`config.mk`:
```
export PLATFORM = sky130hd
export DESIGN_NAME = alu_sequencer
export DESIGN_NICKNAME = d
export VERILOG_FILES = /design/src/rtl/alu_sequencer.sv
export SDC_FILE = /design/constraint.sdc
export NUM_CORES = 1
export LEC_CHECK = 0
export ABC_AREA = 0
export CAP_MARGIN = 20
export CORE_MARGIN = 1.5
export CORE_UTILIZATION = 48
export DETAILED_ROUTE_END_ITERATION = 12
export PLACE_DENSITY = 0.77
export SLEW_MARGIN = 20
export SYNTH_ARGS = -nofsm -noshare
export SYNTH_HDL_FRONTEND = slang
export SYNTH_SLANG_ARGS = --single-unit
```
`constraint.sdc`:
```
create_clock -name clk -period 8.1 [get_ports clk]
set_input_delay 1.62 -clock clk [delete_from_list [all_inputs] [get_ports clk]]
set_output_delay 1.62 -clock clk [all_outputs]
set_load 0.02 [all_outputs]
```
`src/rtl/alu_sequencer.sv`:
```
// alu_sequencer: multi-cycle control FSM for the RV32I core.
// Owns the PC and the fetch handshake, builds the 12-bit ALU operation code,
// and sequences FETCH -> DECODE -> EXEC -> RESULT [-> MEM [-> WB]] -> FETCH.
// Optional build macro: ILLEGAL_TRAP_EN
//   defined   : an unsupported opcode halts the core in HALT with illegal=1.
//   undefined : an unsupported opcode executes as a NOP; illegal is tied to 0.
module alu_sequencer #(
    parameter int              XLEN     = 32,
    parameter logic [XLEN-1:0] RESET_PC = '0
) (
    input  logic            clk,
    input  logic            rst,
    input  logic [31:0]     instr,
    input  logic [XLEN-1:0] imm,
    input  logic [XLEN-1:0] rs1_val,
    input  logic            zero,
    input  logic            imem_ready,
    input  logic            dmem_ready,
    output logic            imem_req,
    output logic            ir_load,
    output logic [XLEN-1:0] pc,
    output logic [11:0]     operation,
    output logic            opr2_sel,
    output logic            dmem_req,
    output logic            dmem_we,
    output logic            rf_we,
    output logic            wb_sel,
    output logic            illegal,
    output logic [2:0]      state
);

    typedef enum logic [2:0] {
        S_FETCH  = 3'd0,
        S_DECODE = 3'd1,
        S_EXEC   = 3'd2,
        S_RESULT = 3'd3,
        S_MEM    = 3'd4,
        S_WB     = 3'd5,
        S_HALT   = 3'd6
    } state_t;

    typedef enum logic [3:0] {
        C_OP,
        C_OPIMM,
        C_LOAD,
        C_STORE,
        C_BRANCH,
        C_JAL,
        C_JALR,
        C_LUI,
        C_AUIPC,
        C_ILLEGAL
    } iclass_t;

    localparam logic [6:0] OPC_OP     = 7'b0110011;
    localparam logic [6:0] OPC_OPIMM  = 7'b0010011;
    localparam logic [6:0] OPC_LOAD   = 7'b0000011;
    localparam logic [6:0] OPC_STORE  = 7'b0100011;
    localparam logic [6:0] OPC_BRANCH = 7'b1100011;
    localparam logic [6:0] OPC_JAL    = 7'b1101111;
    localparam logic [6:0] OPC_JALR   = 7'b1100111;
    localparam logic [6:0] OPC_LUI    = 7'b0110111;
    localparam logic [6:0] OPC_AUIPC  = 7'b0010111;

    state_t          state_q, state_d;
    logic [XLEN-1:0] pc_q, pc_d;
    iclass_t         iclass;
    logic [11:0]     op_dec;
    logic            sel_dec;
    logic            rf_we_raw;
    logic            decoded_phase;
    logic            rd_nonzero;
    logic [XLEN-1:0] pc_plus4;
    logic [XLEN-1:0] pc_plus_imm;
    logic [XLEN-1:0] jalr_target;
    logic            unused_instr_bits;

    wire [6:0] opcode = instr[6:0];
    wire [2:0] funct3 = instr[14:12];

    // Register/immediate fields beyond funct3/rd/bit 30 belong to the datapath.
    assign unused_instr_bits = ^{instr[31], instr[29:15]};

    assign rd_nonzero  = (instr[11:7] != 5'd0);
    assign pc_plus4    = pc_q + XLEN'(4);
    assign pc_plus_imm = pc_q + imm;
    assign jalr_target = (rs1_val + imm) & ~XLEN'(1);

    // Classify the instruction held in the instruction register.
    always_comb begin
        iclass = C_ILLEGAL;
        case (opcode)
            OPC_OP:     iclass = C_OP;
            OPC_OPIMM:  iclass = C_OPIMM;
            OPC_LOAD:   iclass = C_LOAD;
            OPC_STORE:  iclass = C_STORE;
            OPC_BRANCH: iclass = C_BRANCH;
            OPC_JAL:    iclass = C_JAL;
            OPC_JALR:   iclass = C_JALR;
            OPC_LUI:    iclass = C_LUI;
            OPC_AUIPC:  iclass = C_AUIPC;
            default:    iclass = C_ILLEGAL;
        endcase
    end

    // Build the ALU operation code and operand-2 select for the current class.
    always_comb begin
        op_dec  = '0;
        sel_dec = 1'b0;
        case (iclass)
            C_OP: op_dec = {instr[30], 1'b0, funct3, opcode};
            C_OPIMM: begin
                sel_dec = 1'b1;
                // Only the shift-right immediates use bit 30 (SRLI vs SRAI).
                if (funct3 == 3'b101) op_dec = {1'b0, instr[30], funct3, opcode};
                else                  op_dec = {2'b00, funct3, opcode};
            end
            C_LOAD, C_STORE: begin
                sel_dec = 1'b1;
                op_dec  = {2'b00, funct3, opcode};
            end
            C_BRANCH, C_JALR: op_dec = {2'b00, funct3, opcode};
            C_JAL:            op_dec = {5'b00000, opcode};
            C_LUI, C_AUIPC: begin
                sel_dec = 1'b1;
                op_dec  = {5'b00000, opcode};
            end
            default: begin
                op_dec  = '0;
                sel_dec = 1'b0;
            end
        endcase
    end

    // The IR is stable from DECODE until the next fetch, so the decoded code
    // stays constant through EXEC/RESULT/MEM/WB and the ALU result holds.
    assign decoded_phase = state_q inside {S_DECODE, S_EXEC, S_RESULT, S_MEM, S_WB};
    assign operation     = (decoded_phase && !rst) ? op_dec : 12'd0;
    assign opr2_sel      = decoded_phase && !rst && sel_dec;

    // Next-state, next-PC and per-state handshake outputs.
    always_comb begin
        // NOTE: every output gets a default first so no path leaves it unassigned (no latches).
        state_d   = state_q;
        pc_d      = pc_q;
        imem_req  = 1'b0;
        ir_load   = 1'b0;
        dmem_req  = 1'b0;
        dmem_we   = 1'b0;
        rf_we_raw = 1'b0;
        wb_sel    = 1'b0;
        unique case (state_q)
            S_FETCH: begin
                imem_req = 1'b1;
                if (imem_ready) begin
                    ir_load = 1'b1;
                    state_d = S_DECODE;
                end
            end
            S_DECODE: begin
                state_d = S_EXEC;
`ifdef ILLEGAL_TRAP_EN
                if (iclass == C_ILLEGAL) state_d = S_HALT;
`endif
            end
            S_EXEC: state_d = S_RESULT;
            S_RESULT: begin
                state_d = S_FETCH;
                pc_d    = pc_plus4;
                case (iclass)
                    C_OP, C_OPIMM, C_LUI, C_AUIPC: rf_we_raw = 1'b1;
                    C_JAL: begin
                        rf_we_raw = 1'b1;
                        pc_d      = pc_plus_imm;
                    end
                    C_JALR: begin
                        rf_we_raw = 1'b1;
                        pc_d      = jalr_target;
                    end
                    C_BRANCH: pc_d = zero ? pc_plus_imm : pc_plus4;
                    C_LOAD, C_STORE: begin
                        pc_d    = pc_q;
                        state_d = S_MEM;
                    end
                    default: begin
                        // Unsupported opcode without the trap: plain NOP.
                        rf_we_raw = 1'b0;
                    end
                endcase
            end
            S_MEM: begin
                dmem_req = 1'b1;
                dmem_we  = (iclass == C_STORE);
                if (dmem_ready) begin
                    if (iclass == C_STORE) begin
                        pc_d    = pc_plus4;
                        state_d = S_FETCH;
                    end else begin
                        state_d = S_WB;
                    end
                end
            end
            S_WB: begin
                rf_we_raw = 1'b1;
                wb_sel    = 1'b1;
                pc_d      = pc_plus4;
                state_d   = S_FETCH;
            end
            S_HALT: state_d = S_HALT;
            default: state_d = S_FETCH;
        endcase
        // While reset is asserted every request is withdrawn immediately.
        if (rst) begin
            imem_req  = 1'b0;
            ir_load   = 1'b0;
            dmem_req  = 1'b0;
            dmem_we   = 1'b0;
            rf_we_raw = 1'b0;
            wb_sel    = 1'b0;
        end
    end

    // Writes to x0 are suppressed here so the regfile never sees them.
    assign rf_we = rf_we_raw && rd_nonzero;

    // State and PC registers with synchronous reset.
    always_ff @(posedge clk) begin
        // NOTE: sequential state uses non-blocking assignments so all registers update together.
        if (rst) begin
            state_q <= S_FETCH;
            pc_q    <= RESET_PC;
        end else begin
            state_q <= state_d;
            pc_q    <= pc_d;
        end
    end

    assign pc    = pc_q;
    assign state = state_q;

`ifdef ILLEGAL_TRAP_EN
    // HALT is only ever entered on an illegal opcode and only left by reset,
    // so the state itself is the sticky flag.
    assign illegal = (state_q == S_HALT) && !rst;
`else
    assign illegal = 1'b0;
`endif

endmodule

```
Yosys cells after proc, flatten, opt, wreduce, memory -nomap -nowiden
Cells that the tools add are included.
{"block": "word_totals", "ff_bits": 35, "in_bits": 101, "output_inout_bits": 55}
{"block": "op_classes", "add_sub_neg": 3, "eq_ne": 28, "muxes": 29, "n_reduce_logical": 16}
{"cell": "$pmux 32 s4", "n": 1}
{"cell": "$mux 32", "n": 3}
{"cell": "$pmux 32 s3", "n": 1}
{"cell": "$add 32x32->32", "n": 2}
{"cell": "$pmux 12 s4", "n": 1}
{"cell": "$pmux 4 s9", "n": 1}
{"cell": "$add 32x3->32 const B", "n": 1}
{"cell": "$eq 7x6->1 const B", "n": 3}
{"cell": "$eq 7x7->1 const B", "n": 3}
{"cell": "$pmux 3 s6", "n": 1}
{"cell": "$eq 4x3->1 const B", "n": 4}
{"cell": "$eq 7x5->1 const B", "n": 2}
{"cell": "$mux 1", "n": 14}
{"cell": "$eq 3x3->1 const B", "n": 4}
{"cell": "$mux 12", "n": 1}
{"cell": "$mux 3", "n": 4}
{"cell": "$mux 11", "n": 1}
{"cell": "$reduce_bool 5->1", "n": 2}
{"cell": "$eq 4x2->1 const B", "n": 2}
{"cell": "$eq 7x2->1 const B", "n": 1}
{"cell": "$eq 3x2->1 const B", "n": 2}
{"cell": "$ne 2x2->1 const B", "n": 3}
{"cell": "$reduce_or 6->1", "n": 1}
{"cell": "$reduce_or 5->1", "n": 1}
{"cell": "other kinds (15)", "n": 17}

Depth between registers and ports, before layout
{"block": "depth", "depth_word": 8, "mapped_depth": 11, "ltp_nobuf": 11}

Least setup slack after synthesis
Ideal clock, no wire load.
{"block": "synth_path", "path_type": "input to output", "start": "input port instr[5]", "end": "output port rf_we", "arrival_time_ps": 3563, "slack_ps": 2917, "stages": 7, "path_buffers": 1, "cell_sequence": "buf_2 > nand2_1 > nor2_1 > a22oi_1 > nor4b_1 > nor2_1 > a2111oi_0"}
{"block": "synth_via", "elab_chain_cells": 8, "word_cells_on_any_way": 21}
{"element": "start, declared", "line": "13", "rtl": "input logic [31:0] instr,"}
{"element": "$eq 7x5->1 (tied with other cells)", "line": "92", "rtl": "case (opcode)"}
{"element": "$pmux 4 s9 *", "line": "92"}
{"element": "$eq 4x3->1 (tied with other cells)", "line": "170", "rtl": "case (iclass)"}
{"element": "$reduce_or 6->1 (no source line) *"}
{"element": "$mux 1 *", "line": "170"}
{"element": "$pmux 1 s2 *", "line": "152", "rtl": "unique case (state_q)"}
{"element": "$mux 1 *", "line": "213", "rtl": "if (rst) begin"}
{"element": "$logic_and 1x1->1 *", "line": "224", "rtl": "assign rf_we = rf_we_raw && rd_nonzero;"}
{"element": "end, declared", "line": "26", "rtl": "output logic rf_we,"}
Every way passes the cells marked *; elsewhere a longest branch is shown, timed or not.

Final worst setup path
Same ends and word-level chain as after synthesis.

==> metrics.cfg <==
[status]
outcome=finished clean

[clock_network]
cts_tree=built
clock_tree.buffer_depth=2
cts_resized=0
cts-root-buf=clkbuf_16
post_cts_buffers=0
cts.sinks=35
cts_made_buffers=5
worst_setup_hold_path_clk_slew_ps=60
cts-hold-fix-buffers=0
clkLatencyLatePin_ps=290
cts_max_level=2

[cells_and_area]
layout.cells.non_filler=1191
diode_insertion_count_for_antenna_repair=0
finish.net_count=1183
area_growth_pct=26.0
drive_above_1_share=0.0314

[timing]
finalCritPeriodShare=0.717
unrepaired_setup_endpoints_after_global_routing=no
final_hold_violating_endpoints=0
final_max_slew_viol_count=0
slew_at_the_pin_closest_to_its_max_slew_limit_ps=988
final.min_clock_period_ps=5810
totalNegativeSetupSlack_ps=0
fmax_ghz=0.172
slew_headroom=0.339
finClkSkew_ps=5.30
setup-violations-final=0

[floorplanning]
die_height_um=117
design.die.area_mm2=0.0137
initial_utilization=0.493
boundaryPins=156
die_x_um=117
row_count=41
coreArea_mm2=0.0127

[flow_run]
drv_cap=0

[placement]
io_buf_count=138
detailed_place_hpwl_um=15900
gp_congestion=0.931
numPlacedInstances=1183

[logic_synthesis]
yosysTopAreaCell=ha_1
yosysSeqAreaShare=0.112
synth_enable_flop_cells=0
synth_flop_cell=dfxtp_1
synthesis.instances=912
async_set_reset_flop_share_out_of_synthesis=0
synth_nets=1077
yosys_register_bits=35
synth_cell_type_count=78
avgSynthCellArea_um2=6.85
area_of_the_mapped_netlist_mm2=0.00625
synth_top_cells_by_count=92 x a21oi_1, 88 x nor2_1, 70 x nand2_1
yosys-top-cells-area=ha_1 12%, dfxtp_1 11%, a21oi_1 7.4%
yosysTopAreaCellShare=0.124
yosys.cell_count.top_type=a21oi_1
ys_warn_count=0

[worst_setup_path]
crit_path_start_kind=primary input
crit_path_max_fanout=9
crit_arrival_ps=4190
cp.required_ps=6480
critPathCaptureType=primary output
cpPeakStageDelay_ps=680
crit_path_cells=clkdlybuf4s50_1, nand2_1, nor2_1, a22oi_1, nor4b_1, nor2_1, a2111oi_0, clkdlybuf4s50_1
critical_path.slowest_cell=clkdlybuf4s50_1
setup.worst_path.class=primary input to primary output

[pwr]
total_power_mw=0.644
total_leakage_power_nw=3.02
power_density_mw_per_mm2=81.7
ir_drop_worst_vdd_mv=0.0800

[global_route]
first_pass_grt_wire_length_um=32700
grt_pass1_vias=6617
maximum_number_of_pins_on_one_net_before_global_route_repair=45
globalRouteTotalUtil=0.297
initial_antenna_violation_count=0
overflow=0

[drt]
drt-initial-drc-count=625
top_layer=met4
post_drt_wl_per_cell_um=17.3
wl_met2_um=9310
vias_per_cell=6.30
route.final.wire_length_um=20600
drc=0
first_drt_pass_iteration_count=6
route.vias.total=7500
wl_met1_um=9120
met3WireLength_um=1550
detail-route-antenna-nets=0

[worst_hold_path]
hp-class=flip-flop to flip-flop

## path summary, 6_finish.rpt
check | startpoint | slack, ps | depth (start not counted) | to
min | pc[0] | 530 | 2 | pc[0]
max reg2reg | pc[0] | 4850 | 11 | pc[24]
max | instr[5] | 2290 | 8 | rf_we
min reg2reg | pc[0] | 530 | 2 | pc[0]
## layer usage
metal,vias up,GRT usage
met3,37,0.0376
met2,357,0.490
met4,0,0.0940
met1,3423,0.405
li1,3683,-
met5,-,0
## logic make-up (layout without fill, tap and decap cells)
kind of cell,count (synthesis),count (layout),synth area share
buf+inv,72,179,0.0452
flops,35,35,0.112
xor+xnor,48,48,0.0673
fa+ha+maj,64,64,0.131
compound gates,324,324,0.339
other cells,1,1,0.000600
mux,4,4,0.00641
simple gates,364,364,0.299
## report_power, final
group | internal (mW) | switching [mW]
sequential | 0.174 | 0.00463
clock | 0.115 | 0.0842
combinational | 0.123 | 0.143
total | 0.412 | 0.232
## layout make-up
| cell class | count | area, um2 |
|---|---|---|
| Clock inverter | 3 | 25.0 |
| Fill cell | 1238 | 4800 |
| Multi-Input combinational cell | 805 | 5280 |
| Inverter | 26 | 97.6 |
| Tap cell | 172 | 215 |
| Sequential cell | 35 | 701 |
| Timing Repair Buffer | 145 | 1430 |
| Clock buffer | 5 | 125 |
## stage by stage
stage / hold slack [ps] / utilization / area (um2) / setup slack (ps)
after floorplan: 565 / - / 6250 / 2920
after global placement: 508 / 0.610 / 7720 / 2270
after detailed placement: 526 / 0.610 / 7720 / 2250
after CTS: 534 / 0.622 / 7880 / 2260
after global routing: 552 / 0.622 / 7880 / 2040
final: 530 / 0.622 / 7880 / 2290
## cell usage in the layout (no fill, tap or decap), types with 8 or more instances in the layout
cell             count
a211oi_1            11
a21o_1              24
a21oi_1             92
a221oi_1             9
a22oi_1             12
a31oi_1             11
and2_1              23
and3_1              19
clkdlybuf4s50_1    138
dfxtp_1             35
ha_1                62
inv_1               26
nand2_1             70
nand2b_1            12
nand3_1             41
nand4_1             19
nor2_1              88
nor3_1              34
nor4_1               8
o211ai_1            11
o21a_1              11
o21ai_0             59
o21ai_1              8
o21bai_1             8
o22ai_1              8
or3_1                9
xnor2_1             28
xor2_1              20
## critical path: cells and delay by family
| kind | cells | cell delay (ps) |
|---|---|---|
| AOI/OAI and AO/OA | 2 | 520 |
| buffers and inverters | 2 | 1330 |
| and+or+nand+nor | 4 | 720 |
## registers in the layout, indices dropped and copies added, names as in the netlist
signal  count
pc         32
state       3
Power figures use the tool's default switching activity.
